$ cat src/rtl/seq_pkg.sv
// Shared definitions for the stage sequencer: phase codes, default masks and
// the previous-viewable-stage search used when stepping backwards.
package seq_pkg;

    typedef enum logic [2:0] {
        PH_VIEW  = 3'd0,
        PH_START = 3'd1,
        PH_WAIT  = 3'd2,
        PH_SHOW  = 3'd3,
        PH_ERROR = 3'd4
    } phase_t;

    localparam int         DEF_NUM_STAGES = 8;
    localparam logic [7:0] DEF_SHOW_MASK  = 8'b0000_0111;
    localparam logic [7:0] DEF_DELAY_MASK = 8'b0100_0000;

    // Returns {found, index} of the highest j < cur with mask[j] set.
    function automatic logic [4:0] prev_show(input logic [15:0] mask, input logic [3:0] cur);
        logic [4:0] r;
        r = '0;
        for (int j = 0; j < 16; j++) begin
            if (j < int'(cur) && mask[j]) begin
                r = {1'b1, 4'(j)};
            end
        end
        return r;
    endfunction

endpackage

$ cat src/rtl/seq_cycle_timer.sv
// Loadable down-counter shared by fixed-delay stages and the WAIT timeout.
// Saturates at zero; zero flag is combinational from the count.
module seq_cycle_timer #(
    parameter int CNT_W = 16
) (
    input  logic             clk,
    input  logic             reset,
    input  logic             load,
    input  logic [CNT_W-1:0] value,
    input  logic             dec,
    output logic             zero
);

    logic [CNT_W-1:0] count;

    always_ff @(posedge clk) begin
        if (reset) begin
            count <= '0;
        end else if (load) begin
            count <= value;
        end else if (dec && count != '0) begin
            count <= count - 1'b1;
        end
    end

    assign zero = (count == '0);

endmodule

$ cat src/rtl/stage_sequencer.sv
// Parametrised pipeline stage sequencer: start/done handshake per stage, SHOW
// pauses, fixed-delay stages. Optional WAIT timeout under SEQ_TIMEOUT_EN.
//
// state    | meaning
// ---------+------------------------------------------------------------
// PH_VIEW  | idle on the source image, waiting for a forward press
// PH_START | one cycle, start pulse for the active stage, timer loads
// PH_WAIT  | waiting for done (or delay expiry) of the active stage
// PH_SHOW  | paused for viewing; fwd/skip advance, back rewinds
// PH_ERROR | active stage timed out (SEQ_TIMEOUT_EN only)
module stage_sequencer
    import seq_pkg::*;
#(
    parameter int                    NUM_STAGES     = DEF_NUM_STAGES,
    parameter int                    STAGE_W        = 4,
    parameter logic [NUM_STAGES-1:0] SHOW_MASK      = DEF_SHOW_MASK,
    parameter logic [NUM_STAGES-1:0] DELAY_MASK     = DEF_DELAY_MASK,
    parameter int                    DELAY_CYCLES   = 100,
    parameter int                    CNT_W          = 16,
    parameter int                    TIMEOUT_CYCLES = 50000
) (
    input  logic                  clk,
    input  logic                  reset,
    input  logic                  button_enter,
    input  logic                  switch,
    input  logic                  skip,
    input  logic [NUM_STAGES-1:0] stage_done,
    output logic [NUM_STAGES-1:0] stage_start,
    output logic [STAGE_W-1:0]    stage,
    output logic [2:0]            phase,
    output logic                  busy,
    output logic                  error
);

    localparam logic [STAGE_W-1:0] LAST      = STAGE_W'(NUM_STAGES - 1);
    localparam logic [15:0]        SHOW_PAD  = 16'(SHOW_MASK);
    localparam logic [15:0]        DELAY_PAD = 16'(DELAY_MASK);

    phase_t           state;
    logic             last_enter;
    logic             press, fwd, back, adv;
    logic [3:0]       idx;
    logic [15:0]      done_pad;
    logic             is_delay, complete, cnt_zero;
    logic [CNT_W-1:0] load_value;
    logic [4:0]       prev;

    function automatic logic [NUM_STAGES-1:0] one_hot(input logic [STAGE_W-1:0] s);
        return {{(NUM_STAGES-1){1'b0}}, 1'b1} << s;
    endfunction

    assign press    = button_enter & ~last_enter;
    assign fwd      = press & switch;
    assign back     = press & ~switch;
    assign adv      = fwd | skip;
    assign idx      = 4'(stage);
    assign done_pad = 16'(stage_done);
    assign is_delay = DELAY_PAD[idx];
    assign complete = is_delay ? cnt_zero : done_pad[idx];
    assign prev     = prev_show(SHOW_PAD, idx);
    assign phase    = state;

    // Timeout loads one short so the error lands after exactly TIMEOUT_CYCLES of WAIT.
    assign load_value = is_delay ? CNT_W'(DELAY_CYCLES) : CNT_W'(TIMEOUT_CYCLES - 1);

    seq_cycle_timer #(.CNT_W(CNT_W)) u_timer (
        .clk   (clk),
        .reset (reset),
        .load  (state == PH_START),
        .value (load_value),
        .dec   (state == PH_WAIT),
        .zero  (cnt_zero)
    );

`ifdef SEQ_TIMEOUT_EN
    logic error_r;
    assign error = error_r;
`else
    assign error = 1'b0;
`endif

    always_ff @(posedge clk) begin
        if (reset) begin
            state       <= PH_VIEW;
            stage       <= '0;
            stage_start <= '0;
            busy        <= 1'b0;
            last_enter  <= 1'b1;
`ifdef SEQ_TIMEOUT_EN
            error_r     <= 1'b0;
`endif
        end else begin
            last_enter  <= button_enter;
            stage_start <= '0;
            case (state)
                PH_VIEW: begin
                    if (fwd) begin
                        state       <= PH_START;
                        stage       <= '0;
                        stage_start <= one_hot('0);
                        busy        <= 1'b1;
                    end
                end
                PH_START: begin
                    state <= PH_WAIT;
                end
                PH_WAIT: begin
                    if (complete) begin
                        if (SHOW_PAD[idx] || stage == LAST) begin
                            state <= PH_SHOW;
                            busy  <= 1'b0;
                        end else begin
                            state       <= PH_START;
                            stage       <= stage + 1'b1;
                            stage_start <= one_hot(stage + 1'b1);
                        end
                    end
`ifdef SEQ_TIMEOUT_EN
                    else if (!is_delay && cnt_zero) begin
                        state   <= PH_ERROR;
                        busy    <= 1'b0;
                        error_r <= 1'b1;
                    end
`endif
                end
                PH_SHOW: begin
                    if (adv && stage != LAST) begin
                        state       <= PH_START;
                        stage       <= stage + 1'b1;
                        stage_start <= one_hot(stage + 1'b1);
                        busy        <= 1'b1;
                    end else if (back) begin
                        if (prev[4]) begin
                            state       <= PH_START;
                            stage       <= STAGE_W'(prev[3:0]);
                            stage_start <= one_hot(STAGE_W'(prev[3:0]));
                            busy        <= 1'b1;
                        end else begin
                            state <= PH_VIEW;
                            stage <= '0;
                        end
                    end
                end
`ifdef SEQ_TIMEOUT_EN
                PH_ERROR: begin
                    if (back) begin
                        state   <= PH_VIEW;
                        stage   <= '0;
                        error_r <= 1'b0;
                    end else if (fwd) begin
                        state       <= PH_START;
                        stage_start <= one_hot(stage);
                        busy        <= 1'b1;
                        error_r     <= 1'b0;
                    end
                end
`endif
                default: begin
                    state <= PH_VIEW;
                    stage <= '0;
                    busy  <= 1'b0;
                end
            endcase
        end
    end

endmodule

$ cat config.mk
export PLATFORM = sky130hd
export DESIGN_NAME = stage_sequencer
export DESIGN_NICKNAME = d
export VERILOG_FILES = /design/src/rtl/seq_pkg.sv /design/src/rtl/seq_cycle_timer.sv /design/src/rtl/stage_sequencer.sv
export SDC_FILE = /design/constraint.sdc
export NUM_CORES = 1
export LEC_CHECK = 0
export ABC_CLOCK_PERIOD_IN_PS = 4500
export BUFFER_PORTS_ARGS = -buffer_cell sky130_fd_sc_hd__buf_2
export CORE_MARGIN = 1
export CORE_UTILIZATION = 46
export CTS_CLUSTER_DIAMETER = 50
export DETAILED_ROUTE_END_ITERATION = 16
export PLACE_DENSITY = 0.74
export SLEW_MARGIN = 10
export SYNTH_ARGS = -nofsm -noshare
export SYNTH_HDL_FRONTEND = slang
export SYNTH_SLANG_ARGS = --single-unit
$ cat constraint.sdc
create_clock -name clk -period 4.5 [get_ports clk]
set_clock_uncertainty 0.05 [all_clocks]
set_input_delay 0.675 -clock clk [delete_from_list [all_inputs] [get_ports clk]]
set_output_delay 0.675 -clock clk [all_outputs]
set_load 0.05 [all_outputs]
==> run_results.csv <==
group,metric,value,unit
placed_design,pre_cts_ws,1.245,ns
power_and_ir_drop,combPwrFrac,44.9,%
global_route,grt_overflow,0,
drt,vias,1782,
drt,ant_nets,0,
timing,slew_viol_final,0,
timing,finalSetupTns,0,ns
global_route,grt_pass1_wl,7182,um
global_route,grt_use_total,20.94,%
placed_design,io_buffers,27,
cells_and_area,nNetsFinal,292,
clock_tree,holdBufCountCts,0,
power_and_ir_drop,p_seq_share,33.3,%
die,start_util,49.64,%
clock_tree,cts_sinks,34,
timing,tightest_slew,0.7889,ns
logic_synthesis,synth.most_common_cell,"dfxtp_1",
logic_synthesis,synth_seq_cells,34,
global_route,first_global_vias,1606,
global_route,antenna_found_initial,0,
critical_path,critPathLaunchType,"flip-flop",
drt,drt_iter0_drc,113,
drt,drc,0,
logic_synthesis,async_flop_share,0,%
logic_synthesis,avgSynthCellArea,8.500,um^2
timing,fin_ws,1.218,ns
critical_path,path_delay_family,"compound AO/OA/AOI/OAI gates",
power_and_ir_drop,ir_drop,0.3566,mV
logic_synthesis,synth.top_cell.area_share,33.09,%
die,die_area,4743,um^2
logic_synthesis,synth_top_cell_by_area,"dfxtp_1",
drt,dr.pass1.iters,4,
timing,final-setup-viol-count,0,
die,die_h,68.87,um
timing,fmax,304.7,MHz
critical_path,path_common_cell,"or4_4",
logic_synthesis,synthCells,242,
clock_tree,clkTransAtPathRegs,0.07,ns
power_and_ir_drop,p_per_area,561.0,nW/um^2
logic_synthesis,yosysWarnings,0,
cells_and_area,fillers,391,
placed_design,dp_hpwl,3249,um
flow_run,drv_cap,0,
timing,rsz0062_at_grt,"false",
placed_design,dpl_cell_area,2206,um^2
timing,fin_crit,3.282,ns
die,core_region_area,4144,um^2
critical_path,worst_ep_required_time,4.61,ns
timing,relSlewSlack,46.05,%
cells_and_area,n_antenna_cell,0,
outcome,outcome,"completed",
hold_path,min_path_type,"flip-flop to flip-flop",
drt,wirelength,4390,um
logic_synthesis,netlist_area,2057,um^2
clock_tree,clock_latency,0.29,ns
power_and_ir_drop,power,1301,uW
logic_synthesis,yosysSeqAreaShare,33.09,%
critical_path,cp_cell_sequence,"or4_4 > or4_4 > o41a_1 > a2111oi_4 > inv_2 > o41ai_4 > a211oi_1",
cells_and_area,syn_to_final_growth,12.71,%
power_and_ir_drop,p_sw_share,39.62,%
logic_synthesis,synth_common_cells,"34 x dfxtp_1, 22 x nand2_1, 17 x nor2_1",
critical_path,crit_type,"flip-flop to flip-flop",
critical_path,critPathSlowestCell,"a2111oi_4",
clock_tree,cts_resized,0,
cells_and_area,stdcell_area,2318,um^2
clock_tree,tritoncts,"done",
timing,period_share,72.92,%
clock_tree,postCtsSetupBuffers,0,
die,ioPinCount,30,
power_and_ir_drop,intPower,785.3,uW
logic_synthesis,yosys-top-cells-area,"dfxtp_1 33%, ha_1 7.9%, nand2_1 4.0%",
logic_synthesis,ys_types,48,
power_and_ir_drop,power.share.clock,21.8,%
critical_path,max_stage_delay,0.62,ns
power_and_ir_drop,power_switching,515.3,uW
critical_path,cp.arrival,3.39,ns
logic_synthesis,synthFlopType,"dfxtp_1",
die,rows,23,
logic_synthesis,synth-edff-count,0,
drt,viasPerCell,5.639,
critical_path,worstSetupEndpointType,"flip-flop",
power_and_ir_drop,leakagePower,0.0009390,uW
placed_design,routabilityCongestion,0.9420,
timing,hold_viol,0,
clock_tree,clk_path_buf_depth,2,
critical_path,critPathBufInv,1,
clock_tree,root_buffer,"clkbuf_8",
die,die_w,68.87,um
cells_and_area,drive_gt1_share,17.67,%
clock_tree,htree_num_levels,2,
global_route,grt_start_max_net_pins,24,
clock_tree,cts_buffers,5,
drt,drt-wirelength-per-cell,13.89,um
critical_path,path_max_fanout,8,
-- placed cells by master (no fill, tap or decap), types with 4 or more instances in the layout --
cell type  Yosys  routed
and2_1         7       7
ha_1          13      13
dfxtp_1       34      34
or3b_2         4       4
nand4_1        4       4
a21oi_1       13      13
nor2_1        17      17
or3_1          6       6
clkbuf_8       0       6
nand2_1       22      22
mux2i_1        5       5
nor3_1        12      12
o21ai_0        6       6
xor2_1         7       7
nand3_1        4       4
nand2b_1       4       4
xnor2_1        9       9
a21boi_0       6       6
inv_1         10      10
buf_2          0      27
nor2b_1        5       5
-- power by group through the flow --
| stage | Clock (uW) | Sequential [uW] | Combinational (uW) |
|---|---|---|---|
| 2_1_floorplan | 0 | 469 | 437 |
| 6_report | 283 | 433 | 584 |
| 4_1_cts | 290 | 434 | 584 |
| 3_5_place_dp | 0 | 439 | 578 |
| 5_1_grt | 307 | 444 | 651 |
| 3_3_place_gp | 0 | 436 | 573 |
-- final timing paths --
check              startpoint         to  slack [ns]  cells after the start
max          u_timer.count[2]  flip-flop        1.22                      7
min                      busy       busy        0.40                      2
max reg2reg  u_timer.count[2]  flip-flop        1.22                      7
min reg2reg              busy       busy        0.40                      2
-- cell type report --
type,count,area [um^2],share of cell area (%)
Sequential cell,34,680.7,29.36
Timing Repair Buffer,27,135.1,5.828
Inverter,11,41.29,1.781
Clock inverter,1,30.03,1.295
Clock buffer,6,82.58,3.562
Multi-Input combinational cell,187,1286,55.48
Tap cell,50,62.56,2.698
-- metal layers --
layer	GRT usage [%]	share of wire, %	vias to the layer above	wire length [um]
met3	9.211	6.9	8	304
met5	0	0	-	0
met4	7.908	1.7	0	76
met2	31.31	44	68	1929
met1	26.27	47	803	2079
li1	-	-	903	-
-- worst reg2reg max path: cells and delay by family, from the launching register on --
family | cells | cell delay [ns]
AO/OA/AOI/OAI | 4 | 1.50
buffers and inverters | 1 | 0.13
flip-flops | 1 | 0.35
AND/OR/NAND/NOR | 2 | 1.12
-- sequential cells by signal, indices dropped and copies added, names as in the netlist, named ones only --
name	count
last_enter	1
stage_start	8
is_delay	1
busy	1
phase	2
u_timer.count	16
stage	4
-- per-stage QoR --
step	hold slack [ns]	std cells	util (%)
6_report	0.4039	316	55.95
4_1_cts	0.4071	316	55.95
2_1_floorplan	0.4213	243	-
3_5_place_dp	0.3974	309	53.23
5_1_grt	0.4254	316	55.95
3_3_place_gp	0.3973	309	53.23
-- kinds of logic after synthesis --
| kind of cell | after synthesis | synth area share (%) |
|---|---|---|
| AOI/OAI and AO/OA | 50 | 18.49 |
| adders and majority gates | 13 | 7.908 |
| other | 1 | 0.1823 |
| DFF | 34 | 33.09 |
| muxes | 5 | 2.433 |
| xor gates and xnor gates | 16 | 6.813 |
| and+or+nand+nor | 101 | 26.52 |
| buffers and inverters | 22 | 4.562 |
(Power assumes the default switching activity.)
